File: src/rtl/mips_pkg.sv
// Shared encodings for the multi-cycle MIPS control path.
// Holds opcodes, ALU/mux select codes and the controller state type.
package mips_pkg;

  localparam logic [5:0] OP_R    = 6'h00;
  localparam logic [5:0] OP_LW   = 6'h23;
  localparam logic [5:0] OP_SW   = 6'h2B;
  localparam logic [5:0] OP_BEQ  = 6'h04;
  localparam logic [5:0] OP_J    = 6'h02;
  localparam logic [5:0] OP_ADDI = 6'h08;

  localparam logic [1:0] ALUOP_ADD   = 2'b00;
  localparam logic [1:0] ALUOP_SUB   = 2'b01;
  localparam logic [1:0] ALUOP_FUNCT = 2'b10;

  localparam logic [1:0] SRCB_REG     = 2'b00;
  localparam logic [1:0] SRCB_FOUR    = 2'b01;
  localparam logic [1:0] SRCB_IMM     = 2'b10;
  localparam logic [1:0] SRCB_IMM_SH2 = 2'b11;

  localparam logic [1:0] PCSRC_ALU    = 2'b00;
  localparam logic [1:0] PCSRC_ALUOUT = 2'b01;
  localparam logic [1:0] PCSRC_JUMP   = 2'b10;

  typedef enum logic [3:0] {
    S_FETCH, S_DECODE, S_MEMADR, S_MEMRD, S_MEMWB, S_MEMWR, S_EXEC,
    S_RWB, S_ADDI_EX, S_ADDI_WB, S_BRANCH, S_JUMP, S_FAULT
  } ctrl_state_t;

endpackage

File: src/rtl/mips_multicycle_ctrl_if.sv
// Controller <-> datapath/memory signal bundle.
// master = control unit, slave = datapath and memory side.
interface mips_multicycle_ctrl_if #(parameter int CNT_W = 32);
  logic [5:0]       OPCODE;
  logic             ZERO;
  logic             MEM_READY;
  logic             PC_EN;
  logic             IORD;
  logic             MEM_READ;
  logic             MEM_WRITE;
  logic             IR_WRITE;
  logic             REG_DST;
  logic             MEM_TO_REG;
  logic             REG_WRITE;
  logic             ALU_SRC_A;
  logic [1:0]       ALU_SRC_B;
  logic [1:0]       ALU_OP;
  logic [1:0]       PC_SOURCE;
  logic             ILLEGAL_OP;
  logic             FAULT;
  logic [CNT_W-1:0] INSTR_COUNT;

  modport master (
    input  OPCODE, ZERO, MEM_READY,
    output PC_EN, IORD, MEM_READ, MEM_WRITE, IR_WRITE, REG_DST, MEM_TO_REG,
           REG_WRITE, ALU_SRC_A, ALU_SRC_B, ALU_OP, PC_SOURCE, ILLEGAL_OP,
           FAULT, INSTR_COUNT
  );

  modport slave (
    output OPCODE, ZERO, MEM_READY,
    input  PC_EN, IORD, MEM_READ, MEM_WRITE, IR_WRITE, REG_DST, MEM_TO_REG,
           REG_WRITE, ALU_SRC_A, ALU_SRC_B, ALU_OP, PC_SOURCE, ILLEGAL_OP,
           FAULT, INSTR_COUNT
  );
endinterface

File: src/rtl/mips_mem_wait_timer.sv
// Counts consecutive memory wait cycles; expired flags the last allowed one.
module mips_mem_wait_timer #(
  parameter int MEM_TIMEOUT = 16
) (
  input  logic CLK,
  input  logic RESET_N,
  input  logic clr,
  input  logic cnt_en,
  output logic expired
);
  localparam int TW = (MEM_TIMEOUT > 2) ? $clog2(MEM_TIMEOUT) : 1;

  logic [TW-1:0] cnt;

  assign expired = (cnt == TW'(MEM_TIMEOUT - 1));

  // Holds at the limit; the controller leaves the wait state on expiry anyway.
  always_ff @(posedge CLK or negedge RESET_N) begin
    if (!RESET_N)                cnt <= '0;
    else if (clr)                cnt <= '0;
    else if (cnt_en && !expired) cnt <= cnt + TW'(1);
  end
endmodule

File: src/rtl/mips_multicycle_ctrl.sv
// Multi-cycle MIPS main control FSM with retired-instruction counter
// and sticky memory-timeout fault.
module mips_multicycle_ctrl
  import mips_pkg::*;
#(
  parameter int MEM_TIMEOUT = 16,
  parameter int CNT_W       = 32
) (
  input  logic                   CLK,
  input  logic                   RESET_N,
  mips_multicycle_ctrl_if.master bus
);
  ctrl_state_t      state, state_nxt;
  logic             in_wait, tmr_exp, retire;
  logic [CNT_W-1:0] instr_cnt;

  assign in_wait = (state == S_FETCH) || (state == S_MEMRD) || (state == S_MEMWR);

  // Leaving a wait state (or sitting elsewhere) rearms the timer for the next entry.
  mips_mem_wait_timer #(.MEM_TIMEOUT(MEM_TIMEOUT)) u_tmr (
    .CLK     (CLK),
    .RESET_N (RESET_N),
    .clr     (!in_wait || bus.MEM_READY),
    .cnt_en  (in_wait && !bus.MEM_READY),
    .expired (tmr_exp)
  );

  always_ff @(posedge CLK or negedge RESET_N) begin
    if (!RESET_N) state <= S_FETCH;
    else          state <= state_nxt;
  end

  always_ff @(posedge CLK or negedge RESET_N) begin
    if (!RESET_N)    instr_cnt <= '0;
    else if (retire) instr_cnt <= instr_cnt + CNT_W'(1);
  end

  assign bus.INSTR_COUNT = instr_cnt;

  always_comb begin
    state_nxt      = state;
    retire         = 1'b0;
    bus.PC_EN      = 1'b0;
    bus.IORD       = 1'b0;
    bus.MEM_READ   = 1'b0;
    bus.MEM_WRITE  = 1'b0;
    bus.IR_WRITE   = 1'b0;
    bus.REG_DST    = 1'b0;
    bus.MEM_TO_REG = 1'b0;
    bus.REG_WRITE  = 1'b0;
    bus.ALU_SRC_A  = 1'b0;
    bus.ALU_SRC_B  = SRCB_REG;
    bus.ALU_OP     = ALUOP_ADD;
    bus.PC_SOURCE  = PCSRC_ALU;
    bus.ILLEGAL_OP = 1'b0;
    bus.FAULT      = 1'b0;
    unique case (state)
      S_FETCH: begin
        bus.MEM_READ  = 1'b1;
        bus.ALU_SRC_B = SRCB_FOUR;
        bus.PC_EN     = bus.MEM_READY;
        bus.IR_WRITE  = bus.MEM_READY;
        if (bus.MEM_READY) state_nxt = S_DECODE;
        else if (tmr_exp)  state_nxt = S_FAULT;
      end
      S_DECODE: begin
        bus.ALU_SRC_B = SRCB_IMM_SH2;
        unique case (bus.OPCODE)
          OP_R:          state_nxt = S_EXEC;
          OP_LW, OP_SW:  state_nxt = S_MEMADR;
          OP_BEQ:        state_nxt = S_BRANCH;
          OP_J:          state_nxt = S_JUMP;
          OP_ADDI:       state_nxt = S_ADDI_EX;
          default: begin
            bus.ILLEGAL_OP = 1'b1;
            state_nxt      = S_FETCH;
          end
        endcase
      end
      S_MEMADR, S_ADDI_EX: begin
        bus.ALU_SRC_A = 1'b1;
        bus.ALU_SRC_B = SRCB_IMM;
        if (state == S_ADDI_EX)       state_nxt = S_ADDI_WB;
        else if (bus.OPCODE == OP_LW) state_nxt = S_MEMRD;
        else                          state_nxt = S_MEMWR;
      end
      S_MEMRD: begin
        bus.MEM_READ = 1'b1;
        bus.IORD     = 1'b1;
        if (bus.MEM_READY) state_nxt = S_MEMWB;
        else if (tmr_exp)  state_nxt = S_FAULT;
      end
      S_MEMWR: begin
        bus.MEM_WRITE = 1'b1;
        bus.IORD      = 1'b1;
        if (bus.MEM_READY) begin
          retire    = 1'b1;
          state_nxt = S_FETCH;
        end else if (tmr_exp) begin
          state_nxt = S_FAULT;
        end
      end
      S_MEMWB: begin
        bus.REG_WRITE  = 1'b1;
        bus.MEM_TO_REG = 1'b1;
        retire         = 1'b1;
        state_nxt      = S_FETCH;
      end
      S_EXEC: begin
        bus.ALU_SRC_A = 1'b1;
        bus.ALU_OP    = ALUOP_FUNCT;
        state_nxt     = S_RWB;
      end
      S_RWB, S_ADDI_WB: begin
        bus.REG_WRITE = 1'b1;
        bus.REG_DST   = (state == S_RWB);
        retire        = 1'b1;
        state_nxt     = S_FETCH;
      end
      S_BRANCH: begin
        bus.ALU_SRC_A = 1'b1;
        bus.ALU_OP    = ALUOP_SUB;
        bus.PC_SOURCE = PCSRC_ALUOUT;
        bus.PC_EN     = bus.ZERO;
        retire        = 1'b1;
        state_nxt     = S_FETCH;
      end
      S_JUMP: begin
        bus.PC_SOURCE = PCSRC_JUMP;
        bus.PC_EN     = 1'b1;
        retire        = 1'b1;
        state_nxt     = S_FETCH;
      end
      S_FAULT: bus.FAULT = 1'b1;
      default: state_nxt = S_FETCH;
    endcase
  end
endmodule

File: src/flat_wrapper.sv
// flat-port wrapper written by rule: the top's interface ports become plain ports
module mips_multicycle_ctrl_flat import mips_pkg::*;
#(
  parameter int MEM_TIMEOUT = 16,
  parameter int CNT_W       = 32
)
  (CLK, RESET_N, bus_OPCODE, bus_ZERO, bus_MEM_READY, bus_PC_EN, bus_IORD, bus_MEM_READ, bus_MEM_WRITE, bus_IR_WRITE, bus_REG_DST, bus_MEM_TO_REG, bus_REG_WRITE, bus_ALU_SRC_A, bus_ALU_SRC_B, bus_ALU_OP, bus_PC_SOURCE, bus_ILLEGAL_OP, bus_FAULT, bus_INSTR_COUNT);
  mips_multicycle_ctrl_if #(.CNT_W(CNT_W)) bus_i ();
  input  logic CLK;
  input  logic RESET_N;
  input wire logic [$bits(bus_i.OPCODE)-1:0] bus_OPCODE;
  input wire logic [$bits(bus_i.ZERO)-1:0] bus_ZERO;
  input wire logic [$bits(bus_i.MEM_READY)-1:0] bus_MEM_READY;
  output wire logic [$bits(bus_i.PC_EN)-1:0] bus_PC_EN;
  output wire logic [$bits(bus_i.IORD)-1:0] bus_IORD;
  output wire logic [$bits(bus_i.MEM_READ)-1:0] bus_MEM_READ;
  output wire logic [$bits(bus_i.MEM_WRITE)-1:0] bus_MEM_WRITE;
  output wire logic [$bits(bus_i.IR_WRITE)-1:0] bus_IR_WRITE;
  output wire logic [$bits(bus_i.REG_DST)-1:0] bus_REG_DST;
  output wire logic [$bits(bus_i.MEM_TO_REG)-1:0] bus_MEM_TO_REG;
  output wire logic [$bits(bus_i.REG_WRITE)-1:0] bus_REG_WRITE;
  output wire logic [$bits(bus_i.ALU_SRC_A)-1:0] bus_ALU_SRC_A;
  output wire logic [$bits(bus_i.ALU_SRC_B)-1:0] bus_ALU_SRC_B;
  output wire logic [$bits(bus_i.ALU_OP)-1:0] bus_ALU_OP;
  output wire logic [$bits(bus_i.PC_SOURCE)-1:0] bus_PC_SOURCE;
  output wire logic [$bits(bus_i.ILLEGAL_OP)-1:0] bus_ILLEGAL_OP;
  output wire logic [$bits(bus_i.FAULT)-1:0] bus_FAULT;
  output wire logic [$bits(bus_i.INSTR_COUNT)-1:0] bus_INSTR_COUNT;
  assign bus_i.OPCODE = bus_OPCODE;
  assign bus_i.ZERO = bus_ZERO;
  assign bus_i.MEM_READY = bus_MEM_READY;
  assign bus_PC_EN = bus_i.PC_EN;
  assign bus_IORD = bus_i.IORD;
  assign bus_MEM_READ = bus_i.MEM_READ;
  assign bus_MEM_WRITE = bus_i.MEM_WRITE;
  assign bus_IR_WRITE = bus_i.IR_WRITE;
  assign bus_REG_DST = bus_i.REG_DST;
  assign bus_MEM_TO_REG = bus_i.MEM_TO_REG;
  assign bus_REG_WRITE = bus_i.REG_WRITE;
  assign bus_ALU_SRC_A = bus_i.ALU_SRC_A;
  assign bus_ALU_SRC_B = bus_i.ALU_SRC_B;
  assign bus_ALU_OP = bus_i.ALU_OP;
  assign bus_PC_SOURCE = bus_i.PC_SOURCE;
  assign bus_ILLEGAL_OP = bus_i.ILLEGAL_OP;
  assign bus_FAULT = bus_i.FAULT;
  assign bus_INSTR_COUNT = bus_i.INSTR_COUNT;
  mips_multicycle_ctrl #(.MEM_TIMEOUT(MEM_TIMEOUT), .CNT_W(CNT_W)) u_core (.CLK(CLK), .RESET_N(RESET_N), .bus(bus_i));
endmodule
File: config.mk
export PLATFORM = sky130hd
export DESIGN_NAME = mips_multicycle_ctrl_flat
export DESIGN_NICKNAME = d
export VERILOG_FILES = /design/src/rtl/mips_pkg.sv /design/src/rtl/mips_multicycle_ctrl_if.sv /design/src/rtl/mips_mem_wait_timer.sv /design/src/rtl/mips_multicycle_ctrl.sv /design/src/flat_wrapper.sv
export SDC_FILE = /design/constraint.sdc
export NUM_CORES = 1
export LEC_CHECK = 0
export ABC_AREA = 0
export BUFFER_PORTS_ARGS = -buffer_cell sky130_fd_sc_hd__buf_2
export CORE_ASPECT_RATIO = 1.25
export CORE_MARGIN = 2
export CORE_UTILIZATION = 42
export DETAILED_ROUTE_END_ITERATION = 8
export PLACE_DENSITY = 0.66
export SETUP_SLACK_MARGIN = 0.3
export SLEW_MARGIN = 20
export SYNTH_ARGS = -nofsm -noshare
export SYNTH_HDL_FRONTEND = slang
export SYNTH_SLANG_ARGS = --single-unit
File: constraint.sdc
create_clock -name CLK -period 3.2 [get_ports CLK]
set_clock_uncertainty 0.15 [all_clocks]
set_input_delay 0.64 -clock CLK [delete_from_list [all_inputs] [get_ports CLK]]
set_output_delay 0.64 -clock CLK [all_outputs]
set_load 0.005 [all_outputs]
### Word level (Yosys, flattened, before mapping)

Cells that the tools add are included.

| storage, ports and cells | value |
|---|---|
| bits in registers | 40 |
| input bits | 10 |
| output and inout bits | 49 |

| cells by class | value |
|---|---|
| add/sub/neg operators | 2 |
| equality and inequality tests | 18 |
| multiplexer cells | 27 |
| reductions and logical operators | 20 |

Operators with widths:

| kind | number |
|---|---|
| adder 32 x 1 -> 32 bit (second input constant) | 1 |
| 2-to-1 mux 4 bit | 7 |
| case mux 4 bit (7 select lines) | 1 |
| == test 4 bit (second input constant) | 6 |
| case mux 4 bit (5 select lines) | 1 |
| == test 4 x 3 -> 1 bit (second input constant) | 4 |
| == test 6 bit (second input constant) | 2 |
| 2-to-1 mux 1 bit | 12 |
| OR reduction 2 bit | 5 |
| == test 4 x 2 -> 1 bit (second input constant) | 2 |
| case mux 2 bit (2 select lines) | 2 |
| == test 6 x 2 -> 1 bit (second input constant) | 1 |
| == test 6 x 3 -> 1 bit (second input constant) | 1 |
| == test 6 x 4 -> 1 bit (second input constant) | 1 |
| zero test 6 bit | 1 |
| case mux 2 bit (3 select lines) | 1 |
| OR reduction 6 bit | 1 |
| OR reduction 5 bit | 1 |
| adder 4 x 1 -> 4 bit (second input constant) | 1 |
| == test 4 x 1 -> 1 bit (second input constant) | 1 |
| zero test 4 bit | 1 |
| OR reduction 4 bit | 1 |
| zero test 1 bit | 3 |
| logical OR 1 bit | 3 |
| 6 further kinds | 7 |

### Depth between registers and ports, before layout

| depth | value |
|---|---|
| word-level depth | 7 |
| gate-level depth with buffers | 7 |
| mapped depth without buffers | 6 |

### Cells and area by module

Synthesis repeated with hierarchy kept, for this count alone.

| second synthesis, totals | value |
|---|---|
| cell total of the unflattened synthesis | 241 |
| area total of the unflattened synthesis | 2,337.2 µm² |

By module, submodules not included:

| module | times used | cells an instance | area each (µm²) |
|---|---|---|---|
| mips_multicycle_ctrl | 1 | 221 | 2,108.3 |
| mips_mem_wait_timer | 1 | 20 | 229.0 |

### Least setup slack after synthesis

No wires, ideal clock.

| timing path | value |
|---|---|
| path type | input to output |
| start | input bus_OPCODE[5] |
| end | output bus_ILLEGAL_OP |
| arrival | 1.463 ns |
| setup slack | 0.947 ns |
| stages on the path | 5 |
| cells stage by stage | clkbuf_1 > a2111oi_0 > a31oi_1 > nor2_1 > nor4_1 |

| between the ends | value |
|---|---|
| word-level cells in the longest chain between the ends | 4 |
| elaborated cells between the ends (all ways) | 9 |
| classes of those cells | 5 x eq/ne; 2 x mux; 2 x reduce/logical |

Ends and longest elaborated chain:

| item | RTL line | source |
|---|---|---|
| start: declaration | flat_wrapper.sv:11 | `input wire logic [$bits(bus_i.OPCODE)-1:0] bus_OPCODE;` |
| == test 6 bit (tied with other cells) | mips_multicycle_ctrl.sv:68 | `unique case (bus.OPCODE)` |
| OR reduction 6 bit (no line) (*) | n/a |  |
| 2-to-1 mux 1 bit (*) | mips_multicycle_ctrl.sv:68 |  |
| 2-to-1 mux 1 bit (*) | mips_multicycle_ctrl.sv:57 | `unique case (state)` |
| end: declaration | flat_wrapper.sv:26 | `output wire logic [$bits(bus_i.ILLEGAL_OP)-1:0] bus_ILLEGAL_OP;` |

Mark *: on every way between the ends. The rest lies on a longest branch, timed or not.

### Worst setup path in the final report

| timing path | value |
|---|---|
| start | register u_core.state[1] |
| end | output bus_PC_EN |

| between the ends | value |
|---|---|
| word-level cells in the longest chain between the ends | 2 |
| elaborated cells between the ends (all ways) | 4 |
| classes of those cells | 2 x eq/ne; 1 x mux; 1 x reduce/logical |

Ends and longest elaborated chain:

| item | RTL line | source |
|---|---|---|
| start: declaration | mips_multicycle_ctrl.sv:13 | `ctrl_state_t state, state_nxt;` |
| start signal: assignment | mips_multicycle_ctrl.sv:30 | `else state <= state_nxt;` |
| == test 4 bit / zero test 4 bit (equally long branches) | mips_multicycle_ctrl.sv:57 |  |
| case mux 1 bit (3 select lines) (*) | mips_multicycle_ctrl.sv:57 |  |
| end: declaration | flat_wrapper.sv:14 | `output wire logic [$bits(bus_i.PC_EN)-1:0] bus_PC_EN;` |

Marked as above.

==> flow_metrics.env <==
export IMPL_layout_drive_gt1_share_pct=25.6
export IMPL_status="finished clean"
export IMPL_power_switching_mw=0.523
export IMPL_drt_iter0_drc=93
export IMPL_tightest_slew_ps=861
export IMPL_boundaryPins=59
export IMPL_clkPwrFrac_pct=27.8
export IMPL_core_area_mm2=0.00537
export IMPL_clock_latency_ps=280
export IMPL_r2r_slack_ps=750
export IMPL_min_period_ps=2600
export IMPL_via_count=1971
export IMPL_cts_buffers=5
export IMPL_clockBufferDepth=2
export IMPL_slew_violations=0
export IMPL_grt_pass1_vias=1920
export IMPL_fmax_mhz=385
export IMPL_yosys_area_top_type="dfrtp_1"
export IMPL_async_reset_ff_share_pct=100
export IMPL_r2r_end="u_core.bus.INSTR_COUNT[14]"
export IMPL_synth_cell_types=46
export IMPL_setup_tns_ps=0
export IMPL_cp_data_required_time_ps=2410
export IMPL_drcViolationCount=0
export IMPL_power_density_mw_per_mm2=575
export IMPL_via_per_inst=5.40
export IMPL_final_cells=365
export IMPL_finalHoldViolCount=0
export IMPL_final_cell_mix="buf_2 (58), dfrtp_1 (40), nor2_1 (27)"
export IMPL_initial_utilization_pct=43.1
export IMPL_synth_ff_type="dfrtp_1"
export IMPL_setup_viol=0
export IMPL_grt_start_max_net_pins=41
export IMPL_synth_top_area_share_pct=43.3
export IMPL_ctsHoldBuffers=0
export IMPL_cts_tree="done"
export IMPL_seq_area_frac_synth_pct=43.3
export IMPL_cellInternalPower_mw=1.06
export IMPL_utilization_pct=51.4
export IMPL_wl_um=4890
export IMPL_synth_seq_cells=40
export IMPL_clkTransAtPathRegs_ps=70
export IMPL_fin_crit_sh_pct=81.2
export IMPL_max_vdd_ir_drop_mv=0.308
export IMPL_cts_htree_levels=2
export IMPL_ff_latch_area_mm2=0.00100
export IMPL_wire_per_inst_um=13.4
export IMPL_fillers=516
export IMPL_track_usage_pct=17.3
export IMPL_timing_rr_start="u_core.state[1]"
export IMPL_reg2reg_depth=5
export IMPL_critPathLaunchType="flip-flop"
export IMPL_crit_path_max_fanout=19
export IMPL_n_antenna_cell=0
export IMPL_hold_class="in -> async"
export IMPL_synthesis_area_mm2=0.00231
export IMPL_synth_nets=257
export IMPL_layout_commonest_cell="buf_2"
export IMPL_grt_pass1_wl_um=8730
export IMPL_drv_cap=0
export IMPL_ys_warnings_count=0
export IMPL_cts_resized=0
export IMPL_cts_root_buf="clkbuf_8"
export IMPL_dp_hpwl_um=3540
export IMPL_p_comb_share_pct=29.6
export IMPL_synth_edf_count=0
export IMPL_die_w_um=70.4
export IMPL_die_y_um=87.0
export IMPL_area_delta_synth_final_pct=19.2
export IMPL_postCtsSetupBuffers=0
export IMPL_row_count=30
export IMPL_end_kind="output port"
export IMPL_antenna_found_initial=0
export IMPL_relSlewSlack_pct=42.6
export IMPL_gp_congestion=0.795
export IMPL_avgSynthCellArea_um2=9.44
export IMPL_place_inst=357
export IMPL_swShare_pct=33.0
export IMPL_worstPathArrival_ps=1810
export IMPL_portBuffers=58
export IMPL_dr_pass1_iters=4
export IMPL_timing_final_ws_setup_ps=602
export IMPL_p_leak_nw=1.27
export IMPL_path_class="reg -> out"
export IMPL_place_ws_ps=690
export IMPL_seq_power_share_pct=42.6
export IMPL_multi_input_area_mm2=0.00124
export IMPL_synth_area_top_cells="dfrtp_1 (43%), xnor2_1 (8.0%), xor2_1 (5.3%), nor2_1 (4.4%), nand2_1 (3.6%)"
export IMPL_final_net_count=312
export IMPL_grt_overflow_total=0
export IMPL_grt_setup_unrepaired="no"
export IMPL_clkSinkCount=40
export IMPL_ant_nets=0
export IMPL_syn_instance_count=245
export IMPL_die_area_mm2=0.00612
==> layout make-up <==
type	count	share of cell area (%)
multi-input cells	190	44.8
repair buffers	59	10.8
clock inverters	1	1.09
inverters	4	0.545
clock buffers	7	3.50
well taps	64	2.91
flip-flops and latches	40	36.3
==> synth_stat cells (3+ instances only) <==
| cell | number |
|---|---|
| nor2_1 | 27 |
| nand2_1 | 22 |
| dfrtp_1 | 40 |
| xnor2_1 | 21 |
| and3_1 | 5 |
| nor4_1 | 4 |
| or3_1 | 3 |
| nand3_1 | 15 |
| a2111oi_0 | 3 |
| a31oi_1 | 4 |
| inv_1 | 4 |
| nor3_1 | 15 |
| nand4_1 | 9 |
| nor3b_1 | 3 |
| clkbuf_1 | 8 |
| nor2b_1 | 4 |
| nand2b_1 | 5 |
| a21oi_1 | 5 |
| xor2_1 | 14 |
==> registers in the layout, indices dropped and copies added, names as in the netlist <==
| register | count |
|---|---|
| u_core.bus.INSTR_COUNT | 32 |
| u_core.state | 4 |
| u_core.u_tmr.cnt | 4 |
==> kinds of logic after synthesis <==
kind of cell	count (synthesis)	share of synthesized area, %
simple gates	125	29.4
flops	40	43.3
xor+xnor	35	13.3
compound gates	26	8.82
buf+inv	15	3.25
mux	2	0.866
fa+ha+maj	2	1.08
==> worst max-delay path, stage by stage, from the launching register on <==
cell,delay [ps]
dfrtp_1,590
nor2_1,430
nand2_1,130
o21a_1,180
nor2_1,70
buf_2,120
==> routing by layer <==
layer  global-route usage (%)  vias to the layer above  wire length (um)
li1                         -                      981                 -
met1                     21.6                      927              2220
met2                     29.8                       57              2350
met3                     3.59                        6               247
met4                     6.12                        0                72
met5                        0                        -                 0
==> power groups by stage <==
stage | clock network, mW | logic, mW | registers [mW]
2_1_floorplan | 0 | 0.363 | 0.631
3_3_place_gp | 0 | 0.463 | 0.684
3_5_place_dp | 0 | 0.473 | 0.686
4_1_cts | 0.454 | 0.475 | 0.676
5_1_grt | 0.476 | 0.534 | 0.690
6_report | 0.441 | 0.469 | 0.675
==> per-stage QoR <==
stage	total power [mW]	hold WS (ps)	instance area, um^2
after floorplan	0.995	194	2310
after global placement	1.15	301	2630
after detailed placement	1.16	303	2630
after CTS	1.60	318	2760
after global routing	1.70	348	2760
final	1.58	313	2760
==> how the worst max path moves through the flow <==
| stage | startpoint | to | slack [ps] | cells after the start |
|---|---|---|---|---|
| floorplan | bus_OPCODE[5] | bus_ILLEGAL_OP | 950 | 5 |
| global placement | bus_OPCODE[3] | bus_ILLEGAL_OP | 700 | 5 |
| detailed placement | bus_OPCODE[3] | bus_ILLEGAL_OP | 690 | 5 |
| CTS | u_core.state[1] | bus_PC_EN | 580 | 5 |
| global route | u_core.state[1] | bus_PC_EN | 380 | 5 |
| finish | u_core.state[1] | bus_PC_EN | 600 | 5 |
Power figures use the tool's default switching activity.
